===== src/rtl/fakeram7_req_ctrl.sv =====
// Request/response front end for one fakeram7 single-port macro: issue is combinational, read data returns >=2 cycles after fire.
// Backpressure: req_ready is a credit check on buffered plus in-flight reads, so a stalled consumer never drops data.
module fakeram7_req_ctrl #(
  parameter int BITS       = 64,
  parameter int WORD_DEPTH = 512,
  parameter int ADDR_WIDTH = 9,
  parameter int RSP_DEPTH  = 3
) (
  input  logic                  clk,
  input  logic                  rst,
  input  logic                  req_valid,
  output logic                  req_ready,
  input  logic                  req_we,
  input  logic [ADDR_WIDTH-1:0] req_addr,
  input  logic [BITS-1:0]       req_wdata,
  input  logic [BITS-1:0]       req_wmask,
  output logic                  rsp_valid,
  input  logic                  rsp_ready,
  output logic [BITS-1:0]       rsp_rdata,
  output logic                  sram_ce,
  output logic                  sram_we,
  output logic [ADDR_WIDTH-1:0] sram_addr,
  output logic [BITS-1:0]       sram_wd,
  output logic [BITS-1:0]       sram_wmask,
  input  logic [BITS-1:0]       sram_rd,
  output logic                  busy
);

  localparam int PTR_W = (RSP_DEPTH > 1) ? $clog2(RSP_DEPTH) : 1;
  localparam int CNT_W = $clog2(RSP_DEPTH + 1);
  localparam logic [PTR_W-1:0] LAST_PTR = PTR_W'(RSP_DEPTH - 1);
  localparam logic [CNT_W:0]   CREDITS  = (CNT_W + 1)'(RSP_DEPTH);
  localparam logic [CNT_W-1:0] FULL_CNT = CNT_W'(RSP_DEPTH);

  logic                  fire;
  logic                  push;
  logic                  pop;
  logic                  rd_pending_q, rd_pending_d;
  logic [CNT_W-1:0]      count_q, count_d;
  logic [PTR_W-1:0]      wr_ptr_q, wr_ptr_d;
  logic [PTR_W-1:0]      rd_ptr_q, rd_ptr_d;
  logic [BITS-1:0]       rsp_mem_q [RSP_DEPTH];
  logic [BITS-1:0]       rsp_mem_d [RSP_DEPTH];

  // In-flight read holds a FIFO slot, so a full FIFO plus one pending read can never overflow.
  assign req_ready = ({1'b0, count_q} + {{CNT_W{1'b0}}, rd_pending_q}) < CREDITS;
  assign fire      = req_valid & req_ready;

  assign sram_ce    = fire;
  assign sram_we    = fire & req_we;
  assign sram_addr  = fire ? req_addr  : '0;
  assign sram_wd    = fire ? req_wdata : '0;
  assign sram_wmask = fire ? req_wmask : '0;

  // Macro read data is only meaningful the cycle after a read fire.
  assign push      = rd_pending_q;
  assign rsp_valid = (count_q != '0);
  assign pop       = rsp_valid & rsp_ready;
  assign rsp_rdata = rsp_valid ? rsp_mem_q[rd_ptr_q] : '0;
  assign busy      = rd_pending_q | rsp_valid;

  always_comb begin
    rd_pending_d = fire & ~req_we;
    count_d      = count_q;
    wr_ptr_d     = wr_ptr_q;
    rd_ptr_d     = rd_ptr_q;
    rsp_mem_d    = rsp_mem_q;
    if (push) begin
      rsp_mem_d[wr_ptr_q] = sram_rd;
      wr_ptr_d = (wr_ptr_q == LAST_PTR) ? '0 : wr_ptr_q + 1'b1;
    end
    if (pop) begin
      rd_ptr_d = (rd_ptr_q == LAST_PTR) ? '0 : rd_ptr_q + 1'b1;
    end
    if (push && !pop) begin
      count_d = count_q + 1'b1;
    end else if (!push && pop) begin
      count_d = count_q - 1'b1;
    end
  end

  always_ff @(posedge clk or posedge rst) begin
    if (rst) begin
      rd_pending_q <= 1'b0;
      count_q      <= '0;
      wr_ptr_q     <= '0;
      rd_ptr_q     <= '0;
      rsp_mem_q    <= '{default: '0};
    end else begin
      rd_pending_q <= rd_pending_d;
      count_q      <= count_d;
      wr_ptr_q     <= wr_ptr_d;
      rd_ptr_q     <= rd_ptr_d;
      rsp_mem_q    <= rsp_mem_d;
    end
  end

  a_no_overflow: assert property (@(posedge clk) disable iff (rst)
    !(push && !pop && count_q == FULL_CNT));
  a_no_underflow: assert property (@(posedge clk) disable iff (rst)
    !(pop && count_q == '0));
  a_addr_in_range: assert property (@(posedge clk) disable iff (rst)
    !fire || (int'(req_addr) < WORD_DEPTH));

endmodule


===== config.mk =====
export PLATFORM = sky130hd
export DESIGN_NAME = fakeram7_req_ctrl
export DESIGN_NICKNAME = d
export VERILOG_FILES = /design/src/rtl/fakeram7_req_ctrl.sv
export SDC_FILE = /design/constraint.sdc
export NUM_CORES = 1
export LEC_CHECK = 0
export CORE_AREA = 2 2 159 161
export CTS_CLUSTER_SIZE = 28
export DETAILED_ROUTE_END_ITERATION = 10
export DIE_AREA = 0 0 161 163
export PLACE_DENSITY = 0.81
export SKIP_LAST_GASP = 1
export SLEW_MARGIN = 20
export SYNTH_ARGS = -nofsm -noshare
export SYNTH_HDL_FRONTEND = slang
export SYNTH_SLANG_ARGS = --single-unit

===== constraint.sdc =====
create_clock -name clk -period 17.1 [get_ports clk]
set_input_delay 1.71 -clock clk [delete_from_list [all_inputs] [get_ports clk]]
set_output_delay 1.71 -clock clk [all_outputs]
set_load 0.01 [all_outputs]

==> flow_summary.html <==
<table>
<tr><th>Metric</th><th>Value</th></tr>
<tr><th colspan="2">Power and ir drop</th></tr>
<tr><td>VDD IR-drop max</td><td>approximately 0.00012 V</td></tr>
<tr><td>Proportion of total power due to net switching</td><td>0.357</td></tr>
<tr><td>Power dissipated by switching net loads</td><td>1.01 mW</td></tr>
<tr><td>PnR Total Power</td><td>between 2 and 3 mW</td></tr>
<tr><td>Share of power burned in registers</td><td>0.303</td></tr>
<tr><td>Power density cells</td><td>188 nW/um2</td></tr>
<tr><td>Pint</td><td>roughly 1.8 mW</td></tr>
<tr><td>Share of total power in the clock network</td><td>0.146</td></tr>
<tr><td>Comb pwr share</td><td>0.552</td></tr>
<tr><td>Reported leakage power</td><td>~6.8 nW</td></tr>
<tr><th colspan="2">Clock network</th></tr>
<tr><td>Number of buffers inserted during clock tree synthesis</td><td>17</td></tr>
<tr><td>CTS-repair resized insts</td><td>0</td></tr>
<tr><td>Clock tree from TritonCTS</td><td>yes</td></tr>
<tr><td>Clock insertion delay at the later pin of the skew report</td><td>roughly 0.44 ns</td></tr>
<tr><td>Num Clock Sinks</td><td>199</td></tr>
<tr><td>H-tree lvl count</td><td>4</td></tr>
<tr><td>Buffer type at the clock tree root</td><td>clkbuf_16</td></tr>
<tr><td>Hold_buf cts</td><td>0</td></tr>
<tr><td>Clk buf depth</td><td>2</td></tr>
<tr><td>Clock Pin Slew Worst Setup and Hold Paths</td><td>about 0.07 ns</td></tr>
<tr><td>Post-CTS setup-driven buffer insertion count</td><td>0</td></tr>
<tr><th colspan="2">Critical path</th></tr>
<tr><td>Launching element of the worst setup path</td><td>req_valid</td></tr>
<tr><td>Max stage delay on crit path</td><td>about 0.77 ns</td></tr>
<tr><td>Worst-path cell chain</td><td>buf_4, and3_1, clkdlybuf4s50_1</td></tr>
<tr><td>Arrival time of data at the critical path endpoint</td><td>3.47 ns</td></tr>
<tr><td>Capturing element type of the critical path</td><td>primary output</td></tr>
<tr><td>Crit Path Class</td><td>input port to primary output</td></tr>
<tr><td>R2R Path Start</td><td>push</td></tr>
<tr><td>Worst endpoint required time</td><td>15.39 ns</td></tr>
<tr><td>Largest fanout on the critical path</td><td>between 100 and 150</td></tr>
<tr><td>Worst-path cell with the longest stage delay</td><td>buf_4</td></tr>
<tr><td>Reg2reg setup slack</td><td>roughly 14 ns</td></tr>
<tr><td>Startpoint kind of the worst setup timing path</td><td>input port</td></tr>
<tr><td>Worst r2r path cells</td><td>6</td></tr>
<tr><td>Reg-to-Reg End</td><td>push</td></tr>
<tr><th colspan="2">Place</th></tr>
<tr><td>Port-buffer cells</td><td>between 400 and 500</td></tr>
<tr><td>Estimated wirelength of the detail-placed design</td><td>29500 um</td></tr>
<tr><td>DP Cell Count</td><td>around 1500</td></tr>
<tr><td>Global placement routability congestion</td><td>0.954</td></tr>
<tr><td>Worst setup timing slack at the placement stage</td><td>~12 ns</td></tr>
<tr><th colspan="2">Yosys</th></tr>
<tr><td>Sequential fraction of the synthesis area</td><td>0.483</td></tr>
<tr><td>Post-Syn Instances</td><td>between 800 and 900</td></tr>
<tr><td>Yosys warning count</td><td>0</td></tr>
<tr><td>Synth cell types</td><td>28</td></tr>
<tr><td>Post-Syn Area per Cell</td><td>12.4 um2</td></tr>
<tr><td>Share of the synthesized netlist area taken by xor and xnor gates</td><td>0.00255</td></tr>
<tr><td>Fraction of synthesized area in multiplexers</td><td>0.295</td></tr>
<tr><td>Number of storage elements in the synthesis netlist</td><td>between 150 and 200</td></tr>
<tr><td>Simple logic cell fraction of the synthesized area</td><td>0.113</td></tr>
<tr><td>Total nets after synthesis</td><td>about 1000</td></tr>
<tr><td>Cell area after technology mapping</td><td>between 10000 and 15000 um2</td></tr>
<tr><td>Combinational family with the most area after synthesis</td><td>multiplexers</td></tr>
<tr><td>Adder-cell share of the synthesized area</td><td>0.00364</td></tr>
<tr><td>Post-synthesis compound-gate area fraction</td><td>0.0571</td></tr>
<tr><th colspan="2">Die</th></tr>
<tr><td>Number of placed I/O pins</td><td>412</td></tr>
<tr><td>Die width</td><td>around 160 um</td></tr>
<tr><td>Y dimension of the die</td><td>around 160 um</td></tr>
<tr><td>Core box area</td><td>about 25000 um2</td></tr>
<tr><td>Starting Density</td><td>0.418</td></tr>
<tr><td>DIE AREA</td><td>approximately 26000 um2</td></tr>
<tr><td>Standard-cell rows</td><td>58</td></tr>
<tr><th colspan="2">Layout</th></tr>
<tr><td>Top library cells by usage in the layout, fill and taps aside</td><td>410 x clkdlybuf4s50_1, 197 x dfrtp_1, 138 x and3_1</td></tr>
<tr><td>Post-layout instance count excluding filler cells</td><td>around 1500</td></tr>
<tr><td>Fin nets</td><td>around 1400</td></tr>
<tr><td>P&amp;R area growth vs syn</td><td>46.7%</td></tr>
<tr><td>Most frequent standard cell in the layout excluding fill and tap cells</td><td>clkdlybuf4s50_1</td></tr>
<tr><td>Fraction of final layout cells with drive strength greater than 1</td><td>0.204</td></tr>
<tr><th colspan="2">Detailed routing</th></tr>
<tr><td>Initial DRC count</td><td>550</td></tr>
<tr><td>Via-to-Cell Ratio</td><td>around 5.5</td></tr>
<tr><td>Final wirelength</td><td>about 40000 um</td></tr>
<tr><td>Routed wire length per instance</td><td>between 20 and 30 um</td></tr>
<tr><td>Detailed-route via count</td><td>8376</td></tr>
<tr><td>Detailed-route DRC error count</td><td>0</td></tr>
<tr><td>Number of routed nets with antenna violations</td><td>0</td></tr>
<tr><td>Drt first pass iters</td><td>5</td></tr>
<tr><th colspan="2">STA</th></tr>
<tr><td>Setup TNS</td><td>0 ns</td></tr>
<tr><td>Peak clock frequency supported by timing</td><td>0.193 GHz</td></tr>
<tr><td>Unrepaired setup endpoints after global routing</td><td>no</td></tr>
<tr><td>Endpoints failing setup</td><td>0</td></tr>
<tr><td>Final number of hold-violating endpoints</td><td>0</td></tr>
<tr><td>Transition time at the pin with the least slew margin</td><td>approximately 1.1 ns</td></tr>
<tr><td>Fraction of the cycle the final worst path needs</td><td>0.303</td></tr>
<tr><td>Worst hold slack</td><td>slightly above 0.5 ns</td></tr>
<tr><td>Slew headroom</td><td>0.256</td></tr>
<tr><td>Clock tree skew after final layout</td><td>0.0116 ns</td></tr>
<tr><td>Final worst-path setup slack</td><td>between 10 and 15 ns</td></tr>
<tr><td>Time the worst path needs with I/O delays and setup</td><td>between 5 and 6 ns</td></tr>
<tr><td>Count of pins over their slew limit</td><td>0</td></tr>
<tr><th colspan="2">Min path</th></tr>
<tr><td>Number of stages on the worst hold path</td><td>1</td></tr>
<tr><td>Hold-critical path endpoint</td><td>rsp_mem_q[139]</td></tr>
<tr><td>Startpoint of the most critical hold path</td><td>rsp_mem_q[139]</td></tr>
<tr><td>Worst min path class</td><td>flip-flop to flip-flop</td></tr>
<tr><th colspan="2">GRT</th></tr>
<tr><td>Total GRT Usage</td><td>0.299</td></tr>
<tr><td>Number of antenna violations at the first check in global routing</td><td>8</td></tr>
<tr><td>First-pass GRT wire length</td><td>approximately 57000 um</td></tr>
<tr><td>Number of global-route vias before repair</td><td>approximately 8500</td></tr>
<tr><td>Largest net degree at the start of global routing</td><td>140</td></tr>
<tr><td>Overall overflow remaining after global route</td><td>0</td></tr>
<tr><th colspan="2">Outcome</th></tr>
<tr><td>Outcome</td><td>finished clean</td></tr>
<tr><th colspan="2">Job</th></tr>
<tr><td>Max-cap check violation count</td><td>0</td></tr>
</table>
[kinds of logic after synthesis]
family / after synthesis
multiplexers: 257
XOR/XNOR: 3
flip-flops: 199
AND/OR/NAND/NOR: 213
AO/OA/AOI/OAI: 69
buffers and inverters: 84
adder cells (fa/ha/maj): 3
[final cells by class]
class | instances | area, um2
flip-flops and latches | 199 | 4980
clock inverters | 13 | 161
multi-input cells | 545 | 4900
repair buffers | 420 | 4180
fillers | 1980 | 9560
inverters | 4 | 22.5
well taps | 330 | 413
diodes | 5 | 12.5
clock buffers | 18 | 439
[Yosys cell counts (all sizes together)]
master	n	area [um2]
and3	138	863
nand2	2	7.51
mux2	193	2400
dfrtp	199	4980
a21oi	2	10.0
nor3	2	10.0
inv	4	15.0
or2	1	6.26
nand3	1	5.00
nor2	65	244
o21ai	2	10.0
a2bb2oi	63	552
xor2	2	17.5
clkbuf	42	158
mux2i	64	641
buf	38	299
and2	1	6.26
or3	1	6.26
a21o	2	16.3
ha	3	37.5
nor2b	2	12.5
xnor2	1	8.76
[layer usage]
metal | up-vias | share of wire | routed length (um) | GRT usage
met5 | - | 0.000050 | 2 | 0
met4 | 2 | 0.029 | 1170 | 0.0994
met3 | 50 | 0.077 | 3090 | 0.0797
met2 | 349 | 0.49 | 19700 | 0.508
met1 | 4262 | 0.40 | 16000 | 0.371
li1 | 3713 | - | - | -
[power groups by stage]
stage	Sequential [mW]	Combinational [mW]	Clock, mW
6_report	0.858	1.56	0.413
5_1_grt	0.885	1.66	0.439
4_1_cts	0.855	1.57	0.419
3_5_place_dp	0.860	1.56	0
3_3_place_gp	0.844	1.53	0
2_1_floorplan	0.808	0.930	0
[worst max-delay path: cells and delay by family]
kind / cells / cell delay (ns)
buf+inv: 2 / 1.34
simple gates: 1 / 0.38
[through the flow]
| stage | util | cell area (um2) |
|---|---|---|
| 2_1_floorplan | - | 10300 |
| 3_3_place_gp | 0.588 | 14500 |
| 3_5_place_dp | 0.588 | 14500 |
| 4_1_cts | 0.612 | 15100 |
| 5_1_grt | 0.612 | 15100 |
| 6_report | 0.613 | 15100 |
[state kept, by name, indices dropped and copies added, names as in the netlist]
name	cells
rsp_mem_q	192
count_q	2
rd_ptr_q	2
wr_ptr_q	2
push	1
[worst max path at each step]
stage                          end  cells past startpoint
floorplan               count_q[0]                      1
global placement     sram_wmask[7]                      3
detailed placement   sram_wmask[7]                      3
CTS                 sram_wmask[28]                      6
global route        sram_wmask[42]                      6
finish              sram_wmask[43]                      3
Power figures use the tool's default switching activity.
